--- config.mk ---
export PLATFORM = sky130hd
export DESIGN_NAME = piso_feeder_flat
export DESIGN_NICKNAME = d
export VERILOG_FILES = /design/src/rtl/piso_feeder_if.sv /design/src/rtl/piso_feeder.sv /design/src/flat_wrapper.sv
export SDC_FILE = /design/constraint.sdc
export NUM_CORES = 1
export LEC_CHECK = 0
export ABC_AREA = 1
export BUFFER_PORTS_ARGS = -buffer_cell sky130_fd_sc_hd__buf_2
export CELL_PAD_IN_SITES_DETAIL_PLACEMENT = 0
export CELL_PAD_IN_SITES_GLOBAL_PLACEMENT = 1
export CORE_MARGIN = 2
export CORE_UTILIZATION = 35
export CTS_BUF_LIST = sky130_fd_sc_hd__clkbuf_16
export DETAILED_ROUTE_END_ITERATION = 6
export PLACE_DENSITY = 0.73
export SYNTH_ARGS = -nofsm -noshare
export SYNTH_HDL_FRONTEND = slang
export SYNTH_SLANG_ARGS = --single-unit
--- constraint.sdc ---
create_clock -name clk_i -period 2.6 [get_ports clk_i]
set_clock_uncertainty 0.2 [all_clocks]
set_input_delay 0.26 -clock clk_i [delete_from_list [all_inputs] [get_ports clk_i]]
set_output_delay 0.26 -clock clk_i [all_outputs]
set_load 0.01 [all_outputs]
--- src/rtl/piso_feeder_if.sv ---
`default_nettype none
// ============================================================================
//  Module      : piso_feeder_if
//  Description : Frame handshake and element-strobe bundle for piso_feeder.
//  Revision    : 1.0 - initial release
// ============================================================================
interface piso_feeder_if #(
    parameter int WIDTH = 8,
    parameter int COUNT = 4
);
    logic                     valid_i;
    logic                     ready_o;
    logic [WIDTH*COUNT-1:0]   data_i;
    logic                     stall_i;
    logic                     we_o;
    logic [WIDTH-1:0]         data_o;
    logic                     last_o;
    logic                     busy_o;

    // master = upstream source plus downstream sink; slave = the feeder itself
    modport master (
        output valid_i, data_i, stall_i,
        input  ready_o, we_o, data_o, last_o, busy_o
    );

    modport slave (
        input  valid_i, data_i, stall_i,
        output ready_o, we_o, data_o, last_o, busy_o
    );
endinterface
`default_nettype wire

--- src/rtl/piso_feeder.sv ---
`default_nettype none
// ============================================================================
//  Module      : piso_feeder
//  Description : Buffers a COUNT-element frame and issues one element per cycle
//                as data + write strobe. Define PISO_FEEDER_MSB_FIRST_EN to
//                issue the highest element first.
//  Revision    : 1.0 - initial release
// ============================================================================
module piso_feeder #(
    parameter int WIDTH = 8,
    parameter int COUNT = 4
) (
    input  logic            clk_i,
    input  logic            rst_ni,
    piso_feeder_if.slave    bus
);
    localparam int c_idx_w = (COUNT > 1) ? $clog2(COUNT) : 1;
    localparam logic [c_idx_w-1:0] c_last_idx = c_idx_w'(COUNT - 1);
    localparam logic [c_idx_w-1:0] c_idx_one  = c_idx_w'(1);

    localparam logic [0:0] c_st_idle  = 1'b0;
    localparam logic [0:0] c_st_shift = 1'b1;

    logic [0:0]              r_state;
    logic [0:0]              w_state_nxt;
    logic [c_idx_w-1:0]      r_idx;
    logic [c_idx_w-1:0]      w_idx_nxt;
    logic [c_idx_w-1:0]      w_sel;
    logic [WIDTH*COUNT-1:0]  r_buf;
    logic [WIDTH*COUNT-1:0]  w_buf_nxt;
    logic [WIDTH-1:0]        w_elems [COUNT];
    logic                    w_shift;
    logic                    w_at_last;
    logic                    w_we;
    logic                    w_ready;
    logic                    w_accept;

    assign w_shift   = (r_state == c_st_shift);
    assign w_at_last = (r_idx == c_last_idx);
    assign w_we      = w_shift && !bus.stall_i;
    // Ready on the final beat lets the next frame follow with no bubble
    assign w_ready   = !w_shift || (w_at_last && !bus.stall_i);
    assign w_accept  = bus.valid_i && w_ready;

    generate
        for (genvar k = 0; k < COUNT; k++) begin : g_elem
            assign w_elems[k] = r_buf[k*WIDTH +: WIDTH];
        end
    endgenerate

`ifdef PISO_FEEDER_MSB_FIRST_EN
    assign w_sel = c_last_idx - r_idx;
`else
    assign w_sel = r_idx;
`endif

    always_ff @(posedge clk_i or negedge rst_ni) begin
        if (!rst_ni) begin
            r_state <= c_st_idle;
            r_idx   <= '0;
            r_buf   <= '0;
        end else begin
            r_state <= w_state_nxt;
            r_idx   <= w_idx_nxt;
            r_buf   <= w_buf_nxt;
        end
    end

    always_comb begin
        w_state_nxt = r_state;
        w_idx_nxt   = r_idx;
        w_buf_nxt   = r_buf;
        if (w_accept) begin
            w_state_nxt = c_st_shift;
            w_idx_nxt   = '0;
            w_buf_nxt   = bus.data_i;
        end else if (w_we) begin
            if (w_at_last) begin
                w_state_nxt = c_st_idle;
                w_idx_nxt   = '0;
            end else begin
                w_idx_nxt   = r_idx + c_idx_one;
            end
        end
    end

    assign bus.ready_o = w_ready;
    assign bus.we_o    = w_we;
    assign bus.last_o  = w_we && w_at_last;
    assign bus.busy_o  = w_shift;
    assign bus.data_o  = w_shift ? w_elems[w_sel] : '0;
endmodule
`default_nettype wire

--- src/flat_wrapper.sv ---
// flat-port wrapper written by rule: the top's interface ports become plain ports
module piso_feeder_flat 
#(
    parameter int WIDTH = 8,
    parameter int COUNT = 4
)
  (clk_i, rst_ni, bus_valid_i, bus_data_i, bus_stall_i, bus_ready_o, bus_we_o, bus_data_o, bus_last_o, bus_busy_o);
  piso_feeder_if #(.WIDTH(WIDTH), .COUNT(COUNT)) bus_i ();
  input  logic clk_i;
  input  logic rst_ni;
  input wire logic [$bits(bus_i.valid_i)-1:0] bus_valid_i;
  input wire logic [$bits(bus_i.data_i)-1:0] bus_data_i;
  input wire logic [$bits(bus_i.stall_i)-1:0] bus_stall_i;
  output wire logic [$bits(bus_i.ready_o)-1:0] bus_ready_o;
  output wire logic [$bits(bus_i.we_o)-1:0] bus_we_o;
  output wire logic [$bits(bus_i.data_o)-1:0] bus_data_o;
  output wire logic [$bits(bus_i.last_o)-1:0] bus_last_o;
  output wire logic [$bits(bus_i.busy_o)-1:0] bus_busy_o;
  assign bus_i.valid_i = bus_valid_i;
  assign bus_i.data_i = bus_data_i;
  assign bus_i.stall_i = bus_stall_i;
  assign bus_ready_o = bus_i.ready_o;
  assign bus_we_o = bus_i.we_o;
  assign bus_data_o = bus_i.data_o;
  assign bus_last_o = bus_i.last_o;
  assign bus_busy_o = bus_i.busy_o;
  piso_feeder #(.WIDTH(WIDTH), .COUNT(COUNT)) u_core (.clk_i(clk_i), .rst_ni(rst_ni), .bus(bus_i));
endmodule
Word level (Yosys, flattened, before mapping)

Cells that the tools add are included.
Widths: inputs -> output; s select.

Equal/unequal tests: 1
$lt $le $gt $ge: 1
Add/sub/neg operators: 1
Muxes and demuxes: 10
Bitwise logic cells: 1
Reduce and logical (&&, ||, !) cells: 10

Operator list:

| operator            | number |
|---|---|
| $mux 8              | 3 |
| $bmux 8 s2          | 1 |
| $mux 2              | 3 |
| $logic_and 1x1->1   | 4 |
| $reduce_bool 2->1   | 2 |
| $ge 3x3->1 const B  | 1 |
| $mux 1              | 3 |
| $not 2->3           | 1 |
| $add 2x1->2 const B | 1 |
| $eq 2x2->1 const B  | 1 |
| $logic_not 1->1     | 2 |
| $reduce_and 2->1    | 1 |
| $logic_or 1x1->1    | 1 |

Bits in registers: 35
Output and inout bits: 12
Word-level logic and storage cells: 27
Bits of input ports: 36

Logic depth before layout (Yosys ltp)

Depth in word-level cells: 6
Depth in mapped cells: 7
Mapped depth without buffers: 6

Worst setup path after synthesis

OpenSTA, ideal clock, no wires.

Kind: register to output
Start point: register u_core.r_idx[0]
End point: output port bus_data_o[5]
Arrival: 1.038 ns
Stages on the path, launching flop included: 7
Setup slack: 1.102 ns
Cell sequence: dfrtp_1 buf_4 inv_2 buf_2 nand2_1 nand3_1 a21oi_1

Word-level cells in the longest chain between the ends: 5

Ends and longest elaborated chain:

| element                                    | line               | RTL |
|---|---|---|
| start, declared                            | piso_feeder.sv:26  | `logic [c_idx_w-1:0] r_idx;` |
| start signal, assigned                     | piso_feeder.sv:64  | `r_idx <= w_idx_nxt;` |
| $not 2->3 (not written as such)            | piso_feeder.sv:91  | `assign bus.data_o = w_shift ? w_elems[w_sel] : '0;` |
| $bmux 8 s2                                 | piso_feeder.sv:91  |  |
| $mux 8 (not written as such) (2 in series) | piso_feeder.sv:91  |  |
| $mux 8                                     | piso_feeder.sv:91  |  |
| end, declared                              | flat_wrapper.sv:16 | `output wire logic [$bits(bus_i.data_o)-1:0] bus_data_o;` |

Every way passes these cells. The select of a mux whose other input is x is not followed.

Worst setup path after layout

Start point: register u_core.r_idx[0]
End point: output port bus_ready_o

Word-level cells in the longest chain between the ends: 3

Ends and longest elaborated chain:

| element           | line               | RTL |
|---|---|---|
| $eq 2x2->1        | piso_feeder.sv:39  | `assign w_at_last = (r_idx == c_last_idx);` |
| $logic_and 1x1->1 | piso_feeder.sv:42  | `assign w_ready = !w_shift \|\| (w_at_last && !bus.stall_i);` |
| $logic_or 1x1->1  | piso_feeder.sv:42  |  |
| end, declared     | flat_wrapper.sv:14 | `output wire logic [$bits(bus_i.ready_o)-1:0] bus_ready_o;` |

Every way passes these cells.

==> flow_metrics.env <==
export IMPL_cts_tree="yes"
export IMPL_p_leak_uw=0.00131
export IMPL_worst_ep_required_time_ns=2.14
export IMPL_layout_nets=335
export IMPL_diodes=0
export IMPL_gr_total_overflow=0
export IMPL_ctsHtreeMaxLevel=2
export IMPL_drt_iter0_drc=89
export IMPL_place_congestion=0.734
export IMPL_period_minus_slack_ns=2.08
export IMPL_cp_start_kind="flop"
export IMPL_netlist_area_um2=1840
export IMPL_placementRows=26
export IMPL_die_h_um=76.6
export IMPL_cts_path_max_buffers=2
export IMPL_area_growth_pct=21.3
export IMPL_synth_nets=291
export IMPL_antenna_found_initial=0
export IMPL_cp_end_kind="output port"
export IMPL_synth_top_family_by_area="simple AND/OR/NAND/NOR gates"
export IMPL_synth_edf_count=0
export IMPL_hold_buffers=1
export IMPL_ys_seq_area_share_pct=47.5
export IMPL_dp_slack_ns=0.624
export IMPL_fin_ws_ns=0.523
export IMPL_status="finished clean"
export IMPL_via_count=1639
export IMPL_grt_max_degree=36
export IMPL_synth_top_area_share_pct=47.5
export IMPL_vdd_drop_max_mv=0.385
export IMPL_wire_per_inst_um=12.1
export IMPL_worst_slew_pin_slew_ns=0.812
export IMPL_muxShareOfSynthArea_pct=0
export IMPL_cts_setup_buffers=0
export IMPL_cts_root_buf="clkbuf_16"
export IMPL_synth_cell_types=16
export IMPL_clkLatencyLatePin_ns=0.27
export IMPL_async_reset_ff_share_pct=100
export IMPL_cts_buffers_inserted=5
export IMPL_avgSynthCellArea_um2=7.26
export IMPL_p_total_uw=2700
export IMPL_synth_most_common_cell="nand2_1"
export IMPL_fin_tns_setup_ns=0
export IMPL_yosys_area_share_simple_pct=35.0
export IMPL_fillerInstances=581
export IMPL_max_slew_margin_pct=45.8
export IMPL_drtPass1Iterations=4
export IMPL_synthTopCellsByArea="dfrtp_1, nand2_1, nand3_1, inv_1, a21oi_1"
export IMPL_dp_hpwl_mm=3.09
export IMPL_hp_class="in2reg"
export IMPL_yosys_warnings=0
export IMPL_crit_type="reg2out"
export IMPL_clkSlewWorstSetupHoldPaths_ns=0.05
export IMPL_grt_usage_pct=16.5
export IMPL_via_per_inst=4.45
export IMPL_syn_inst=254
export IMPL_drv_cap=0
export IMPL_post_synth_fa_ha_maj_area_fraction_pct=0.679
export IMPL_ys_seq_elements=35
export IMPL_start_util_pct=36.1
export IMPL_rsz0062_at_grt="no"
export IMPL_first_global_vias=1567
export IMPL_cts_sinks=35
export IMPL_crit_path_max_fanout=11
export IMPL_dieWidth_um=76.6
export IMPL_io_pins=48
export IMPL_max_freq_mhz=481
export IMPL_die_area_um2=5860
export IMPL_synth_flop_cell="dfrtp_1"
export IMPL_port_buffers=47
export IMPL_ant_nets=0
export IMPL_cp_arrival_ns=1.62
export IMPL_grt_pass1_wl_mm=7.58
export IMPL_cts_resized=0
export IMPL_synth_xor_area_share_pct=0
export IMPL_setup_viol=0
export IMPL_drive_gt1_share_pct=20.1
export IMPL_yosys_top_cells_count="nand2_1, nand3_1, inv_1, dfrtp_1, a21oi_1"
export IMPL_drc=0
export IMPL_final_max_slew_viol_count=0
export IMPL_core_area_um2=5110
export IMPL_synth_largest_area_cell="dfrtp_1"
export IMPL_synth_compound_area_share_pct=3.60
export IMPL_post_route_period_util_pct=79.9
export IMPL_power_per_cell_area_nw_per_um2=1210
export IMPL_routed_wl_mm=4.46
export IMPL_final_hold_viol_count=0
critical path, cell delays in order, from the launching register on:
cell and delay [ns]:
dfrtp_1 0.56, ha_1 0.21, inv_1 0.08, o21ai_4 0.30
buf_2 0.20
kinds of logic after synthesis:
logic type                 after synthesis
DFF                                     35
and+or+nand+nor                        154
AOI/OAI and AO/OA                       11
buffers and inverters                   53
adders and majority gates                1
state kept, by name, indices dropped and copies added (netlist names):
signal             cells
u_core.r_idx           2
u_core.r_buf          32
u_core.bus.busy_o      1
where the power goes:
| part | total (µW) | switching (µW) | internal, µW |
|---|---|---|---|
| Sequential | 978 | 176 | 802 |
| Combinational | 1180 | 742 | 435 |
| Clock | 547 | 204 | 344 |
final timing paths:
path / from / end / cells past startpoint / slack, ns
max in group asynchronous: rst_ni / u_core.r_buf[0] / 2 / 1.28
setup reg to reg: u_core.r_idx[0] / u_core.r_buf[30] / 6 / 0.61
setup / recovery: u_core.r_idx[0] / bus_ready_o / 4 / 0.52
hold / removal: bus_data_i[12] / u_core.r_buf[12] / 3 / 0.01
min in group asynchronous: rst_ni / u_core.r_buf[18] / 2 / 0.42
hold reg to reg: u_core.r_buf[21] / u_core.r_buf[21] / 2 / 0.27
layout make-up:
class	instances	area [µm²]	area share (%)
Sequential cell	35	876	39.2
Multi-Input combinational cell	166	724	32.4
Timing Repair Buffer	51	268	12.0
Inverter	39	146	6.55
Clock buffer	5	125	5.60
Tap cell	70	87.6	3.92
Clock inverter	2	8.76	0.392
placed cells by master, fill, tap and decap left out:
| cell | netlist | routed |
|---|---|---|
| nand2_1 | 103 | 103 |
| buf_4 | 4 | 3 |
| ha_1 | 1 | 1 |
| o21ai_4 | 1 | 1 |
| buf_2 | 5 | 47 |
| a21oi_1 | 8 | 8 |
| dlygate4sd3_1 | 0 | 1 |
| nand2_4 | 1 | 1 |
| inv_1 | 36 | 36 |
| dfrtp_1 | 35 | 35 |
| nand3_1 | 48 | 48 |
| inv_2 | 2 | 2 |
| o21ai_0 | 2 | 2 |
| clkbuf_16 | 0 | 5 |
| clkinv_2 | 0 | 1 |
| nor2_1 | 2 | 2 |
| clkinv_1 | 1 | 2 |
layer usage:
layer | part of all wire [%] | global-route usage, % | vias to the layer above
met5 | 0 | 0 | -
met4 | 1.2 | 5.45 | 0
met3 | 4.2 | 4.38 | 5
met2 | 46 | 24.6 | 32
met1 | 48 | 23.3 | 739
li1 | - | - | 863
through the flow:
step / hold WS (ns) / utilization [%] / instance area [µm²] / std cells
global placement: 0.195 / 41.0 / 2090 / 360
finish: 0.0131 / 43.8 / 2240 / 368
CTS: 0.00968 / 43.8 / 2240 / 368
floorplan: -0.236 / - / 1840 / 254
global route: 0.0229 / 43.8 / 2240 / 368
detailed placement: 0.196 / 41.0 / 2090 / 360
No activity file was read; power rests on OpenSTA's default activity.
